**src/rtl/tt_pkg.sv**
```systemverilog
// Shared definitions for the truth-table sweep evaluator: FSM encoding and table sizing.
package tt_pkg;

  typedef enum logic [1:0] {
    ST_IDLE  = 2'd0,
    ST_SWEEP = 2'd1,
    ST_FIN   = 2'd2
  } tt_state_t;

  function automatic int tt_width(input int n_in);
    return 1 << n_in;
  endfunction

endpackage

```
**src/rtl/tt_sweep_eval_if.sv**
```systemverilog
// Control/result bundle of the sweep evaluator; master drives table and commands, slave reports samples.
interface tt_sweep_eval_if #(
  parameter int N_IN = 4
);
  import tt_pkg::*;
  localparam int TW = tt_width(N_IN);

  logic            tt_load;
  logic [TW-1:0]   tt_in;
  logic            start;
  logic            abort;
  logic [N_IN-1:0] vec;
  logic            f;
  logic            valid;
  logic            busy;
  logic            done;
  logic [N_IN:0]   ones_cnt;
  logic [N_IN-1:0] dep_mask;
  logic            load_err;

  modport master (
    output tt_load, tt_in, start, abort,
    input  vec, f, valid, busy, done, ones_cnt, dep_mask, load_err
  );

  modport slave (
    input  tt_load, tt_in, start, abort,
    output vec, f, valid, busy, done, ones_cnt, dep_mask, load_err
  );

endinterface

```
**src/rtl/tt_dep_check.sv**
```systemverilog
// Combinational per-input dependence test at one vector; zero latency, no flow control.
// hit[i] is set when flipping input bit i changes the table output.
module tt_dep_check
  import tt_pkg::*;
#(
  parameter int N_IN = 4
) (
  input  logic [tt_width(N_IN)-1:0] tbl,
  input  logic [N_IN-1:0]           vec,
  output logic [N_IN-1:0]           hit
);

  always_comb begin
    hit = '0;
    for (int i = 0; i < N_IN; i++) begin
      hit[i] = tbl[vec] ^ tbl[vec ^ (N_IN'(1) << i)];
    end
  end

endmodule

```
**src/rtl/tt_sweep_eval.sv**
```systemverilog
// Sweeps all 2^N_IN vectors of a loaded truth table, STEP_CYC cycles per vector; first sample one cycle after start.
// No backpressure: commands outside IDLE are dropped (tt_load flags load_err), abort ends a sweep early.
module tt_sweep_eval
  import tt_pkg::*;
#(
  parameter int N_IN     = 4,
  parameter int STEP_CYC = 1
) (
  input  logic            clk,
  input  logic            rst_n,
  tt_sweep_eval_if.slave  bus
);

  localparam int              TW        = tt_width(N_IN);
  localparam int              CW        = N_IN + 1;
  localparam logic [7:0]      HOLD_LAST = 8'(STEP_CYC - 1);
  localparam logic [N_IN-1:0] VEC_LAST  = '1;

  tt_state_t       state, state_nxt;
  logic [TW-1:0]   tbl;
  logic [N_IN-1:0] vec;
  logic [7:0]      hold;
  logic [CW-1:0]   ones_cnt;
  logic [N_IN-1:0] dep_mask;
  logic            load_err;
  logic [N_IN-1:0] hit;
  logic            valid;
  logic            f;
  logic            hold_end;

  assign f        = tbl[vec];
  assign valid    = (state == ST_SWEEP) && (hold == 8'd0);
  assign hold_end = (hold == HOLD_LAST);

  tt_dep_check #(.N_IN(N_IN)) u_dep (
    .tbl (tbl),
    .vec (vec),
    .hit (hit)
  );

  always_ff @(posedge clk or negedge rst_n) begin
    if (!rst_n) state <= ST_IDLE;
    else        state <= state_nxt;
  end

  always_comb begin
    state_nxt = state;
    case (state)
      ST_IDLE:  if (bus.start) state_nxt = ST_SWEEP;
      ST_SWEEP: begin
        if (bus.abort)                         state_nxt = ST_IDLE;
        else if (hold_end && vec == VEC_LAST)  state_nxt = ST_FIN;
      end
      ST_FIN:   state_nxt = ST_IDLE;
      default:  state_nxt = ST_IDLE;
    endcase
  end

  always_ff @(posedge clk or negedge rst_n) begin
    if (!rst_n) begin
      tbl      <= '0;
      vec      <= '0;
      hold     <= '0;
      ones_cnt <= '0;
      dep_mask <= '0;
      load_err <= 1'b0;
    end else begin
      load_err <= bus.tt_load && (state != ST_IDLE);
      case (state)
        ST_IDLE: begin
          if (bus.tt_load) tbl <= bus.tt_in;
          if (bus.start) begin
            vec      <= '0;
            hold     <= '0;
            ones_cnt <= '0;
            dep_mask <= '0;
          end
        end
        ST_SWEEP: begin
          if (valid) begin
            ones_cnt <= ones_cnt + CW'(f);
            dep_mask <= dep_mask | hit;
          end
          // the last vector is left on vec so the final sample stays visible
          if (!bus.abort) begin
            if (hold_end) begin
              hold <= '0;
              if (vec != VEC_LAST) vec <= vec + N_IN'(1);
            end else begin
              hold <= hold + 8'd1;
            end
          end
        end
        default: ;
      endcase
    end
  end

  assign bus.vec      = vec;
  assign bus.f        = f;
  assign bus.valid    = valid;
  assign bus.busy     = (state == ST_SWEEP);
  assign bus.done     = (state == ST_FIN);
  assign bus.ones_cnt = ones_cnt;
  assign bus.dep_mask = dep_mask;
  assign bus.load_err = load_err;

endmodule

```
**src/flat_wrapper.sv**
```systemverilog
// flat-port wrapper written by rule: the top's interface ports become plain ports
module tt_sweep_eval_flat import tt_pkg::*;
#(
  parameter int N_IN     = 4,
  parameter int STEP_CYC = 1
)
  (clk, rst_n, bus_tt_load, bus_tt_in, bus_start, bus_abort, bus_vec, bus_f, bus_valid, bus_busy, bus_done, bus_ones_cnt, bus_dep_mask, bus_load_err);
  tt_sweep_eval_if #(.N_IN(N_IN)) bus_i ();
  input  logic clk;
  input  logic rst_n;
  input wire logic [$bits(bus_i.tt_load)-1:0] bus_tt_load;
  input wire logic [$bits(bus_i.tt_in)-1:0] bus_tt_in;
  input wire logic [$bits(bus_i.start)-1:0] bus_start;
  input wire logic [$bits(bus_i.abort)-1:0] bus_abort;
  output wire logic [$bits(bus_i.vec)-1:0] bus_vec;
  output wire logic [$bits(bus_i.f)-1:0] bus_f;
  output wire logic [$bits(bus_i.valid)-1:0] bus_valid;
  output wire logic [$bits(bus_i.busy)-1:0] bus_busy;
  output wire logic [$bits(bus_i.done)-1:0] bus_done;
  output wire logic [$bits(bus_i.ones_cnt)-1:0] bus_ones_cnt;
  output wire logic [$bits(bus_i.dep_mask)-1:0] bus_dep_mask;
  output wire logic [$bits(bus_i.load_err)-1:0] bus_load_err;
  assign bus_i.tt_load = bus_tt_load;
  assign bus_i.tt_in = bus_tt_in;
  assign bus_i.start = bus_start;
  assign bus_i.abort = bus_abort;
  assign bus_vec = bus_i.vec;
  assign bus_f = bus_i.f;
  assign bus_valid = bus_i.valid;
  assign bus_busy = bus_i.busy;
  assign bus_done = bus_i.done;
  assign bus_ones_cnt = bus_i.ones_cnt;
  assign bus_dep_mask = bus_i.dep_mask;
  assign bus_load_err = bus_i.load_err;
  tt_sweep_eval #(.N_IN(N_IN), .STEP_CYC(STEP_CYC)) u_core (.clk(clk), .rst_n(rst_n), .bus(bus_i));
endmodule
```
**config.mk**
```make
export PLATFORM = sky130hd
export DESIGN_NAME = tt_sweep_eval_flat
export DESIGN_NICKNAME = d
export VERILOG_FILES = /design/src/rtl/tt_pkg.sv /design/src/rtl/tt_sweep_eval_if.sv /design/src/rtl/tt_dep_check.sv /design/src/rtl/tt_sweep_eval.sv /design/src/flat_wrapper.sv
export SDC_FILE = /design/constraint.sdc
export NUM_CORES = 1
export LEC_CHECK = 0
export CORE_MARGIN = 1.5
export CORE_UTILIZATION = 55
export CTS_CLUSTER_DIAMETER = 200
export CTS_CLUSTER_SIZE = 25
export DETAILED_ROUTE_END_ITERATION = 16
export PLACE_DENSITY = 0.88
export SLEW_MARGIN = 20
export SYNTH_ARGS = -nofsm -noshare
export SYNTH_HDL_FRONTEND = slang
export SYNTH_SLANG_ARGS = --single-unit
export TNS_END_PERCENT = 5
```
**constraint.sdc**
```tcl
create_clock -name clk -period 3.87 [get_ports clk]
set_input_delay 0.9675 -clock clk [delete_from_list [all_inputs] [get_ports clk]]
set_output_delay 0.9675 -clock clk [all_outputs]
set_load 0.02 [all_outputs]
```
# Word level (Yosys, flattened, before mapping)
# Index checks and enable logic that the tools add are counted.
[totals]
in_bits = 21
output_inout_bits = 18
register_bits = 40
[op_classes]
n_lt_le_gt_ge = 5
n_mux = 28
n_addsub = 3
n_reduce_logical = 12
n_bitwise = 9
eq_ne = 10
[ops]
columns = ["cell", "count"]
rows = [
  ["4-bit by 5-bit less-than comparator with 1-bit output (second input constant)", 5],
  ["8-bit two-way mux", 3],
  ["1-bit binary-select mux with 4-bit select", 5],
  ["4-bit two-way mux", 5],
  ["4-bit one-hot mux with 2 select lines", 2],
  ["8-bit one-hot mux with 2 select lines", 1],
  ["5-bit two-way mux", 2],
  ["5-bit one-hot mux with 2 select lines", 1],
  ["8-bit by 1-bit adder with 8-bit output (second input constant)", 1],
  ["8-bit zero test", 1],
  ["2-bit two-way mux", 3],
  ["2-bit inequality test (second input constant)", 3],
  ["3-bit AND reduction", 2],
  ["5-bit by 1-bit adder with 5-bit output", 1],
  ["1-bit two-way mux", 5],
  ["5-bit AND reduction", 1],
  ["4-bit by 1-bit adder with 4-bit output (second input constant)", 1],
  ["4-bit equality test (second input constant)", 1],
  ["2-bit by 1-bit inequality test with 1-bit output (second input constant)", 2],
  ["4-bit inequality test (second input constant)", 1],
  ["1-bit NOT", 4],
  ["4-bit bitwise OR", 1],
  ["2-bit one-hot mux with 2 select lines", 1],
  ["2-bit AND reduction", 2],
  ["7 further kinds", 13],
]

# Longest topological paths before layout
[logic_depth]
word_depth = 7
ltp_mapped = 10
ltp_nobuf = 9

# Cells and area by module
# Synthesis repeated with hierarchy kept, for this count alone.
[hier_totals]
hier_cells = 206
area_unflattened_um2 = 2458.6
[modules_own_cells]
columns = ["mod", "area_each_um2", "instances", "cells_per_inst"]
rows = [
  ["tt_sweep_eval", 1983.2, 1, 171],
  ["tt_dep_check", 475.5, 1, 35],
]

# Worst setup path before layout
# Ideal clock, no wire load.
[synth_path]
path_kind = "register to output"
start = "reg u_core.vec[1], in the netlist u_core.bus.vec[1]"
end = "out bus_f"
stages_incl_launch_ff = 6
path_buffers = 1
t_required_ns = 2.903
arrival_ns = 1.795
setup_slack_ns = 1.107
cell_sequence = "dfrtp_1 > buf_4 > mux4_2 > mux2i_1 > mux2_2 > inv_1"
[synth_via]
elab_chain_cells = 2
[synth_rtl]
columns = ["item", "line_no", "source"]
rows = [
  ["from (decl)", "tt_sweep_eval.sv:21", "logic [N_IN-1:0] vec;"],
  ["from (signal assigned)", "tt_sweep_eval.sv:88", "if (vec != VEC_LAST) vec <= vec + N_IN'(1);"],
  ["1-bit binary-select mux with 4-bit select", "tt_sweep_eval.sv:31", "assign f = tbl[vec];"],
  ["1-bit two-way mux (implied by the code)", "tt_sweep_eval.sv:31", ""],
  ["to (decl)", "flat_wrapper.sv:16", "output wire logic [$bits(bus_i.f)-1:0] bus_f;"],
]
# Every way passes these cells. The select of a mux whose other input is x is not followed.

# Final worst setup path
# Same ends and word-level chain as after synthesis.

==> flow_metrics.py <==
metrics = {
    "drt": {
        "drt_iter0_drc": 108,
        "vias": 1577,
        "wirelength_um": 4400,
        "drc": 0,
        "wire_per_inst_um": 16.4,
        "ant_nets": 0,
        "vias_per_cell": 5.86,
        "drt_pass1_iterations": 4,
    },
    "die": {
        "rows": 22,
        "die-height_um": 66.7,
        "start_util": 0.591,
        "dieWidth_um": 66.7,
        "die-area_um2": 4440,
        "ios": 39,
        "core_um2": 3770,
    },
    "timing": {
        "fin_crit_ns": 3.64,
        "hold_viol": 0,
        "drv_slew": 0,
        "whs_ns": 0.510,
        "clock_skew_ns": 0.00428,
        "max_slew_margin": 0.421,
        "fin_ws_ns": 0.234,
        "period_share": 0.940,
        "worstMarginPinSlew_ns": 0.869,
        "totalNegativeSetupSlack_ns": 0,
        "rsz0062_at_grt": "false",
        "final-setup-viol-count": 0,
        "fmax_mhz": 275,
    },
    "setup_path": {
        "cp-end-kind": "output port",
        "path_cells": "mux4_2 > mux2i_1 > mux2_2 > inv_1 > clkdlybuf4s50_1",
        "required_ns": 2.90,
        "max_stage_delay_ns": 0.71,
        "arrival_ns": 2.67,
        "crit_path_start_kind": "flop",
        "path_buf_inv": 2,
        "ff2ff_path_depth": 9,
        "critPathMaxFanout": 14,
        "cp_top_family": "multiplexers",
        "timing.rr.end": "u_core.bus.ones_cnt[2]",
        "ff2ff_setup_slack_ns": 1.11,
        "crit_type": "flop to output port",
        "r2r_start": "u_core.bus.vec[1]",
        "critPathSlowestCell": "dfrtp_1",
    },
    "cells_and_area": {
        "multiInputGateArea_um2": 1170,
        "fin_nets": 246,
        "drive_gt1_frac": 0.176,
        "fillers": 280,
        "post-route-util": 0.720,
        "fin_cells": 269,
        "antennaDiodeCount": 0,
        "syn_to_final_growth_pct": 21.8,
        "seq_area_um2": 1000,
    },
    "clock_tree": {
        "cts_setup_buffers": 0,
        "cts_sinks": 40,
        "path_clk_slew_ns": 0.07,
        "cts_max_level": 2,
        "root_buffer": "clkbuf_8",
        "cts_buffers": 5,
        "worstSkewPairLatency_ns": 0.30,
        "cts_max_path_buffers": 2,
        "hold_buffers": 0,
        "cts_tree": "yes",
        "post_cts_resized": 0,
    },
    "placement": {
        "port-buffer-count": 38,
        "place_ws_ns": 0.549,
        "placed_cells": 261,
        "dp_hpwl_um": 3270,
        "gp_congestion": 0.864,
    },
    "hold_path": {
        "hold_end": "u_core.bus.dep_mask[1]",
        "holdPathStages": 1,
        "min_path_type": "flop to flop",
        "hold_start": "u_core.bus.dep_mask[1]",
    },
    "grt": {
        "grt_max_degree": 41,
        "grt_pass1_wl_um": 7580,
        "grt_pass1_vias": 1655,
        "grt_usage": 0.235,
        "grt-ovfl-total": 0,
        "antenna_found_initial": 0,
    },
    "run_status": {
        "status": "finished clean",
    },
    "synthesis": {
        "synth_edf_count": 0,
        "synth_top_cells_by_area": "dfrtp_1 (45%), mux4_2 (10%), mux2_2 (9.1%)",
        "yosysWarnings": 0,
        "ys.flop_type": "dfrtp_1",
        "synth_top_area_frac": 0.449,
        "synth_cell_type_count": 37,
        "async_reset_ff_frac": 1.00,
        "synth.largest_area_cell": "dfrtp_1",
        "ys_ff_latch": 40,
        "synth_area_per_cell_um2": 12.1,
        "syn_inst": 184,
        "syn_nets": 210,
        "yosysSeqAreaShare": 0.449,
        "synthesis.area_um2": 2230,
    },
    "pwr": {
        "power.density_nw_per_um2": 574,
        "p_int_mw": 1.02,
        "pwr-share-clk": 0.180,
        "p_leak_nw": 1.10,
        "switchingPower_mw": 0.537,
        "irDropWorstVdd_v": 0.000304,
        "p_comb_frac": 0.417,
        "sequentialPowerShare": 0.402,
        "switching_share": 0.345,
    },
    "run": {
        "drv_cap": 0,
    },
}
## power by group through the flow
stage	Sequential, mW	Combinational [mW]	Clock [mW]
6_report	0.626	0.650	0.281
5_1_grt	0.643	0.708	0.310
4_1_cts	0.626	0.655	0.286
3_5_place_dp	0.634	0.650	0
3_3_place_gp	0.629	0.628	0
2_1_floorplan	0.623	0.441	0
## layout make-up
class | count | share of cell area
timing repair buffer | 38 | 0.138
tap | 48 | 0.0221
sequential | 40 | 0.369
inverter | 5 | 0.00692
clock buffer | 8 | 0.0332
multi-input combinational | 130 | 0.431
## worst reg2reg max path: stages, from the launching register on
cell and delay [ns]:
dfrtp_1 0.71, mux4_2 0.60, mux2i_1 0.22, mux2_2 0.24, inv_1 0.06, ha_1 0.22
ha_1 0.21, nor3b_1 0.15, xnor2_1 0.18, nor2_1 0.06
## sequential cells by signal, indices dropped and copies added, names as in the netlist
signal / count
u_core.state: 2
u_core.bus.dep_mask: 4
u_core.bus.vec: 4
u_core.bus.load_err: 1
u_core.bus.ones_cnt: 5
u_core.hold: 8
u_core.tbl: 16
## synthesized netlist by cell type, types with 2 or more instances
library cell	n
nor2b_1	2
o31ai_1	3
a22o_1	3
o21ai_0	4
mux4_2	10
ha_1	5
mux2i_1	9
clkbuf_1	6
or3_1	2
mux2_2	18
a21oi_1	5
xnor2_1	15
and2_1	3
dfrtp_1	40
nand2_1	6
buf_2	2
xor2_1	5
nand3_1	3
nand2b_1	3
and3_1	4
nand4_1	4
inv_1	5
nor2_1	13
## cell usage in the layout, fill, tap and decap left out, drive strengths merged, types with 5 or more instances in the layout
master,netlist,final
inv,5,5
clkdlybuf4s50,0,37
xnor2,15,15
mux4,10,10
xor2,5,5
o21ai,5,5
nand2,6,6
nor2,13,13
dfrtp,40,40
ha,5,5
a21oi,5,5
clkbuf,6,8
mux2,18,18
mux2i,9,9
## metal layers
layer  global-route usage  vias up  part of all wire  wire [um]
met5                    0        -                 0          0
met3               0.0524       10             0.052        227
met1                0.298      784              0.44       1940
met2                0.370       44              0.49       2140
li1                     -      739                 -          -
met4                0.133        0             0.021         91
## cells by family after synthesis
kind of cell             Yosys count  share of synthesized area
flip-flops                        40                      0.449
buffers and inverters             14                     0.0264
AO/OA/AOI/OAI                     20                     0.0578
XOR/XNOR                          20                     0.0786
multiplexers                      37                      0.232
adder cells (fa/ha/maj)            5                     0.0281
AND/OR/NAND/NOR                   48                      0.127
## per-stage QoR
step	area, um^2	power (mW)
after detailed placement	2620	1.28
after global routing	2710	1.66
after CTS	2710	1.57
after floorplan	2230	1.06
after global placement	2620	1.26
final	2710	1.56
## how the worst max path moves through the flow
stage,from,to,slack [ns],cells after the start
after global routing,u_core.bus.vec[1],bus_f,0.04,5
after global placement,u_core.bus.vec[1],bus_f,0.59,5
after CTS,u_core.bus.vec[1],bus_f,0.22,5
final,u_core.bus.vec[1],bus_f,0.23,5
after floorplan,u_core.bus.vec[1],bus_f,1.11,5
after detailed placement,u_core.bus.vec[1],bus_f,0.55,5
No activity file was read; power rests on OpenSTA's default activity.
